`config.mk`:
```
export PLATFORM = sky130hd
export DESIGN_NAME = ube_dma_chan
export DESIGN_NICKNAME = d
export VERILOG_FILES = /design/src/rtl/ube_dma_chan.sv
export SDC_FILE = /design/constraint.sdc
export NUM_CORES = 1
export LEC_CHECK = 0
export CAP_MARGIN = 20
export CORE_MARGIN = 5
export CORE_UTILIZATION = 46
export CTS_BUF_LIST = sky130_fd_sc_hd__clkbuf_4 sky130_fd_sc_hd__clkbuf_8 sky130_fd_sc_hd__clkbuf_16
export CTS_CLUSTER_SIZE = 16
export DETAILED_ROUTE_END_ITERATION = 6
export GPL_TIMING_DRIVEN = 0
export PLACE_DENSITY = 0.77
export SLEW_MARGIN = 25
export SYNTH_ARGS = -nofsm -noshare
export SYNTH_HDL_FRONTEND = slang
export SYNTH_SLANG_ARGS = --single-unit
```
`constraint.sdc`:
```
create_clock -name clk -period 2.4 [get_ports clk]
set_clock_uncertainty 0.05 [all_clocks]
set_input_delay 0.72 -clock clk [delete_from_list [all_inputs] [get_ports clk]]
set_output_delay 0.72 -clock clk [all_outputs]
set_load 0.02 [all_outputs]
```
`src/rtl/ube_dma_chan.sv`:
```
// Multi-channel DMA address/word-count register bank with a shared round-robin
// increment arbiter. Each service bumps one channel's address by its stride and its count by one.
module ube_dma_chan #(
   parameter int CHANNELS = 2,
   parameter int AWIDTH   = 18,
   parameter int WCWIDTH  = 16
) (
   input  logic                        clk,
   input  logic                        rst,
   input  logic                        devRESET,
   input  logic                        devHIBYTE,
   input  logic                        devLOBYTE,
   input  logic [35:0]                 devDATAI,
   input  logic [CHANNELS-1:0]         baWRITE,
   input  logic [CHANNELS-1:0]         wcWRITE,
   input  logic [CHANNELS-1:0]         incREQ,
   input  logic [2*CHANNELS-1:0]       incSIZE,
   output logic [CHANNELS-1:0]         incGNT,
   output logic [AWIDTH*CHANNELS-1:0]  regBA,
   output logic [WCWIDTH*CHANNELS-1:0] regWC,
   output logic [CHANNELS-1:0]         tcDONE
);

   localparam int PW = (CHANNELS > 1) ? $clog2(CHANNELS) : 1;

   logic [AWIDTH-1:0]     ba [CHANNELS];
   logic [WCWIDTH-1:0]    wc [CHANNELS];
   logic [CHANNELS-1:0]   tcReg;
   logic [CHANNELS-1:0]   gntReg;
   logic [PW-1:0]         nextPtr;

   logic                  anyLane;
   logic [35:0]           laneMask;
   logic [CHANNELS-1:0]   eligible;
   logic [2*CHANNELS-1:0] eligDbl;
   logic [2*CHANNELS-1:0] eligRot;
   logic                  svcValid;
   logic [PW-1:0]         svcIdx;
   logic [CHANNELS-1:0]   svcOh;

   function automatic logic [PW-1:0] wrapIdx(input int v);
      return PW'(v % CHANNELS);
   endfunction

   function automatic logic [AWIDTH-1:0] strideOf(input logic [1:0] code);
      case (code)
         2'd0:    return AWIDTH'(1);
         2'd1:    return AWIDTH'(2);
         default: return AWIDTH'(4);
      endcase
   endfunction

   // The high lane covers every bit above 7, so extended address bits follow devHIBYTE.
   assign anyLane  = devHIBYTE | devLOBYTE;
   assign laneMask = {{28{devHIBYTE}}, {8{devLOBYTE}}};

   // A same-cycle register write blocks the increment; the request stays pending.
   assign eligible = incREQ & ~tcReg & ~baWRITE & ~wcWRITE;
   assign eligDbl  = {eligible, eligible};
   assign eligRot  = eligDbl >> nextPtr;

   // NOTE: every output of this block gets a default first, so no path can infer a latch.
   always_comb begin
      svcValid = 1'b0;
      svcIdx   = '0;
      svcOh    = '0;
      for (int k = 0; k < CHANNELS; k++) begin
         if (!svcValid && eligRot[k]) begin
            svcValid = 1'b1;
            svcIdx   = wrapIdx(int'(nextPtr) + k);
         end
      end
      if (svcValid) svcOh[svcIdx] = 1'b1;
   end

   // NOTE: state updates use non-blocking assignments so every channel sees pre-edge values.
   always_ff @(posedge clk or negedge rst) begin
      if (!rst) begin
         for (int c = 0; c < CHANNELS; c++) begin
            ba[c] <= '0;
            wc[c] <= '0;
         end
         tcReg   <= '0;
         gntReg  <= '0;
         nextPtr <= '0;
      end else if (devRESET) begin
         for (int c = 0; c < CHANNELS; c++) begin
            ba[c] <= '0;
            wc[c] <= '0;
         end
         tcReg   <= '0;
         gntReg  <= '0;
         nextPtr <= '0;
      end else begin
         gntReg <= svcOh;
         if (svcValid) nextPtr <= wrapIdx(int'(svcIdx) + 1);
         for (int c = 0; c < CHANNELS; c++) begin
            if (baWRITE[c] && anyLane)
               ba[c] <= (ba[c] & ~laneMask[AWIDTH-1:0]) | (devDATAI[AWIDTH-1:0] & laneMask[AWIDTH-1:0]);
            else if (svcOh[c])
               ba[c] <= ba[c] + strideOf(incSIZE[2*c +: 2]);

            if (wcWRITE[c] && anyLane) begin
               wc[c]    <= (wc[c] & ~laneMask[WCWIDTH-1:0]) | (devDATAI[WCWIDTH-1:0] & laneMask[WCWIDTH-1:0]);
               tcReg[c] <= 1'b0;
            end else if (svcOh[c]) begin
               wc[c] <= wc[c] + WCWIDTH'(1);
               if (&wc[c]) tcReg[c] <= 1'b1;
            end
         end
      end
   end

   for (genvar c = 0; c < CHANNELS; c++) begin : gPack
      assign regBA[c*AWIDTH +: AWIDTH]   = ba[c];
      assign regWC[c*WCWIDTH +: WCWIDTH] = wc[c];
   end

   assign incGNT = gntReg;
   assign tcDONE = tcReg;

endmodule

```
# After elaboration in Yosys (flattened, before gate mapping)
# Index checks and enable logic that the tools add are counted.
[classes]
addsub = 6
order_cmp = 2
eq_ne = 2
shift = 1
mux = 35
n_bitwise = 19
n_reduce_logical = 20
[op_table]
columns = ["cell", "count"]
rows = [
  ["18-bit 2-to-1 mux", 10],
  ["16-bit 2-to-1 mux", 4],
  ["18-bit AND", 3],
  ["16-bit AND", 3],
  ["18-bit adder", 2],
  ["36-bit 2-to-1 mux", 1],
  ["18-bit bitwise OR", 2],
  ["16-bit by 1-bit adder with 16-bit output (second input constant)", 2],
  ["32-bit 2-to-1 mux", 1],
  ["16-bit bitwise OR", 2],
  ["16-bit AND reduction", 2],
  ["18-bit NOT", 1],
  ["3-bit nonzero test", 6],
  ["16-bit NOT", 1],
  ["1-bit 2-to-1 mux", 13],
  ["3-bit one-hot mux with 2 select lines", 2],
  ["2-bit AND", 3],
  ["1-bit logical AND", 6],
  ["2-bit 2-to-1 mux", 3],
  ["2-bit NOT", 3],
  ["2-bit by 1-bit equality test with 1-bit output (second input constant)", 2],
  ["2-bit zero test", 2],
  ["2-bit AND reduction", 2],
  ["4-bit by 1-bit >> shifter with 2-bit output", 1],
  ["7 further kinds", 8],
]
[totals]
ff_bits = 73
word_cells = 93

# Depth between registers and ports, before layout
[logic_depth]
depth_word = 21
mapped_depth = 9
depth_no_buf = 9

# Least setup slack after synthesis
# No wires, ideal clock.
[synth_timing]
kind = "in2reg"
startpoint = "input port incSIZE[1]"
endpoint = "register ba, in the netlist regBA[14]"
setup_time_ns = 0.131
arrival_ns = 2.605
setup_slack_ns = -0.387
path_stages = 9
n_path_buf = 0
cell_sequence = "nor2_1 -> ha_1 -> inv_1 -> fa_1 -> nand2b_1 -> a21oi_1 -> nand3_2 -> and3_1 -> or3_1"
[synth_between]
elab_chain_cells = 9
word_cells_on_any_way = 10
[synth_rtl]
columns = ["item", "line_no", "rtl"]
rows = [
  ["start, declared", "17", "input logic [2*CHANNELS-1:0] incSIZE,"],
  ["2-bit by 1-bit equality test with 1-bit output or 2-bit zero test (tied branches)", "46", "case (code)"],
  ["3-bit one-hot mux with 2 select lines (*)", "46", ""],
  ["18-bit 2-to-1 mux (*)", "100", "else if (svcOh[c])"],
  ["18-bit 2-to-1 mux (*)", "98", "if (baWRITE[c] && anyLane)"],
  ["18-bit 2-to-1 mux (*)", "86", "end else if (devRESET) begin"],
  ["18-bit adder (*)", "101", "ba[c] <= ba[c] + strideOf(incSIZE[2*c +: 2]);"],
  ["18-bit 2-to-1 mux (*)", "100", ""],
  ["18-bit 2-to-1 mux (*)", "98", ""],
  ["36-bit 2-to-1 mux (*)", "86", ""],
  ["end signal, assigned by index", "99", "ba[c] <= (ba[c] & ~laneMask[AWIDTH-1:0]) | (devDATAI[AWIDTH-1:0] & laneMask[AWIDTH-1:0]);"],
  ["end signal, assigned by index", "101", ""],
  ["end, declared", "26", "logic [AWIDTH-1:0] ba [CHANNELS];"],
]
# Every way passes the cells marked *; elsewhere a longest branch is shown, timed or not. The select of a mux whose other input is x is not followed.
# A chain may end at the register's enable or synchronous reset.

# Worst setup path in the final report
[layout_timing]
startpoint = "input port devLOBYTE"
endpoint = "register wc, in the netlist regWC[4]"
[layout_between]
elab_chain_cells = 5
word_cells_on_any_way = 9
[layout_rtl]
columns = ["item", "line_no", "rtl"]
rows = [
  ["start, declared", "12", "input logic devLOBYTE,"],
  ["16-bit NOT", "104", "wc[c] <= (wc[c] & ~laneMask[WCWIDTH-1:0]) | (devDATAI[WCWIDTH-1:0] & laneMask[WCWIDTH-1:0]);"],
  ["16-bit AND", "104", ""],
  ["16-bit bitwise OR", "104", ""],
  ["16-bit 2-to-1 mux", "103", "if (wcWRITE[c] && anyLane) begin"],
  ["32-bit 2-to-1 mux", "86", ""],
  ["end signal, assigned by index", "104", ""],
  ["end signal, assigned by index", "107", "wc[c] <= wc[c] + WCWIDTH'(1);"],
  ["end, declared", "27", "logic [WCWIDTH-1:0] wc [CHANNELS];"],
]
# Parallel ways exist; a longest one is shown, timed or not.

==> results.md <==
- DP Worst Slack: -1.06 ns
- CTS Root Cell: clkbuf_16
- Top-count cell post-synth: dfrtp_1
- Reg-to-Reg End: regBA[34]
- Initial core utilization: 46.5%
- Crit end category: register
- Critical Path Start: devLOBYTE
- Fin. Hold Viols: 0
- Slowest CP cell: clkdlybuf4s50_1
- Final Hold Slack: 0.259 ns
- Area added between synthesis and finish: 37.2%
- Starting DRT DRC Count: 742
- Fin nets: 834
- Clk slew on worst S/H paths: 0.06 ns
- Max stage delay on crit path: 0.52 ns
- Max_slew headroom: 52.0%
- Buffers & Inverters on Critical Path: 3
- Worst VDD drop: 0.000295 V
- Status: complete, no violations
- Io pins: 123
- Crit path kind: input port to register
- RSZ-0062 raised after global routing: no
- Final Max Slew Viols: 0
- Ratio of cells with drive above 1 in the final layout: 15.6%
- CP Capture Point: regWC[4]
- Mapped Nets: 698
- Die area: 0.0137 mm²
- Fillers: 977
- Crit path DAT: 2.55 ns
- Final setup viols: 0
- Drt pass-1 iters: 6
- Cell accounting for the most synthesized area: dfrtp_1
- Tcrit/Tclk final: 98.8%
- Least-Margin Pin Slew: 0.714 ns
- PortBufs: 102
- Crit-path max FO: 10
- Clock Tree Buf Depth: 2
- Seq cells post-synth: 73
- Register area share after synthesis: 34.5%
- Reg2Reg Setup Slack: 0.10 ns
- Crit path max-delay family: buffers and inverters
- Total gr overflow: 0
- Gate Count Post-Synth: 637
- Vias in the first global route: 5840
- CTS tree: yes
- First-pass GRT wire length: 32000 µm
- Power Dens Cells: 507 mW/mm²
- Worst Slack Setup Final: 0.0288 ns
- Synth top area share: 34.5%
- Tot GR Track Use: 30.7%
- CTS buffer count: 9
- Library cells used by synthesis: 75
- Leakage power: 2.87 nW
- Critical path data required time: 2.58 ns
- Largest net degree at the start of global routing: 45
- Cell depth of the worst setup path: 6
- Dpl hpwl: 14500 µm
- Num rows: 39
- Max-Cap Viols: 0
- Worst min path class: input port to asynchronous set/reset pin
- FMAX: 0.422 GHz
- Worst R2R Start: regBA[21]
- CORE AREA: 0.0114 mm²
- Post-synth EDFFs: 0
- Syn avg cell area: 8.30 µm²
- Post-synth ARST share: 100%
- Final Wtd Congestion: 0.949
- Via Count: 6125
- DRC viols: 0
- Top_reg_cell synth: dfrtp_1
- Clk sinks: 73
- Crit-path cells: clkdlybuf4s50_1 -> buf_4 -> clkinv_2 -> nor2_1 -> o21ai_0 -> a32o_1
- H-Tree Depth: 3
- Final antenna-violating net count: 0
- Diode count: 0
- Yosys warns: 0
- Vias per cell: 6.66
- Main area contributors after synthesis: dfrtp_1 35%, nand2_1 4.5%, a21oi_1 4.4%
- DRT Wirelength: 20900 µm
- Hold-fix buffers, CTS: 0
- FF-to-FF path depth: 5
- Initial antenna violation count: 0
- Final worst path period need: 2.37 ns
- Cell area after synthesis: 0.00529 mm²
- Die Ht: 117 µm
- Clk Latency, worst-skew pair: 0.35 ns
- Most frequent cells after synthesis: 73 x dfrtp_1, 64 x nand2_1, 61 x nor2_1
- Critical Path Start Type: input port
- DR WL/cell: 22.7 µm
- Die width: 117 µm
[sequential cells by signal (all words and copies together) (netlist names)]
signal,flops
regWC,32
tcDONE,2
regBA,36
nextPtr,1
incGNT,2
[where the power goes]
| part | switching [mW] | internal (mW) | leakage (nW) |
|---|---|---|---|
| combinational | 0.524 | 0.363 | 1.73 |
| clock | 0.546 | 0.865 | 0.152 |
| sequential | 0.0924 | 1.29 | 0.991 |
| total | 1.16 | 2.52 | 2.87 |
[area by class of cell]
| cell class | count | area, µm² | share of cell area (%) |
|---|---|---|---|
| plain buffers | 40 | 265 | 3.65 |
| clock buffers | 12 | 260 | 3.58 |
| clock inverters | 3 | 40.0 | 0.552 |
| inverters | 14 | 53.8 | 0.741 |
| multi-input cells | 510 | 3450 | 47.5 |
| flip-flops and latches | 73 | 1830 | 25.2 |
| well taps | 143 | 179 | 2.46 |
| repair buffers | 125 | 1180 | 16.3 |
[stage by stage]
step | cell area (µm²) | power (mW) | cells | TNS, ns | utilization, %
6_report | 7260 | 3.68 | 920 | 0 | 63.8
5_1_grt | 7260 | 3.79 | 920 | 0 | 63.8
4_1_cts | 7170 | 3.65 | 914 | 0 | 63.1
3_5_place_dp | 6560 | 2.20 | 883 | -50.75 | 57.7
3_3_place_gp | 6530 | 2.18 | 882 | -201.81 | 57.4
2_1_floorplan | 5330 | 1.82 | 637 | -0.0916 | -
[logic make-up (layout without fill, tap and decap cells)]
kind of cell	Yosys count	in the layout	share of synthesized area (%)
simple gates	271	271	27.2
xor+xnor	11	11	1.82
compound gates	208	208	27.1
mux	10	10	2.01
buf+inv	54	194	4.71
flops	73	73	34.5
fa+ha+maj	10	10	2.65
[metal layers]
| metal | vias up | GRT usage, % | share of wire [%] |
|---|---|---|---|
| li1 | 2710 | - | - |
| met1 | 2916 | 40.2 | 38 |
| met2 | 429 | 47.3 | 45 |
| met3 | 70 | 6.74 | 12 |
| met4 | 0 | 16.7 | 4.7 |
| met5 | - | 0 | 0 |
[how the worst min path moves through the flow]
stage,depth (start not counted),endpoint,slack [ns],start
after detailed placement,2,regWC[10],0.49,regWC[10]
after global placement,2,regWC[10],0.48,regWC[10]
after CTS,1,regWC[18],0.28,rst
after global routing,1,regWC[18],0.30,rst
after floorplan,0,incGNT[0],0.37,rst
final,1,regWC[18],0.26,rst
[cell usage in the layout, fill, tap and decap left out, types with 11 or more instances in the layout]
| cell | count |
|---|---|
| o22ai_1 | 13 |
| nor3_1 | 14 |
| clkbuf_2 | 14 |
| a31oi_1 | 24 |
| dfrtp_1 | 73 |
| nand3_1 | 33 |
| a32o_1 | 11 |
| nand2_1 | 62 |
| inv_1 | 12 |
| nand4_1 | 12 |
| clkdlybuf4s50_1 | 91 |
| buf_4 | 28 |
| a21oi_1 | 41 |
| nor2_1 | 58 |
| clkbuf_1 | 13 |
| and3_1 | 14 |
| o21ai_0 | 27 |
[timing repair]
action | 4_1_cts | 5_1_grt
endpoints found under the setup margin | 72 | 41
pin swaps | 15 | 5
resized for setup | 74 | 23
gates cloned | 1 | 0
buffers inserted | 15 | 6
Power figures use the tool's default switching activity.
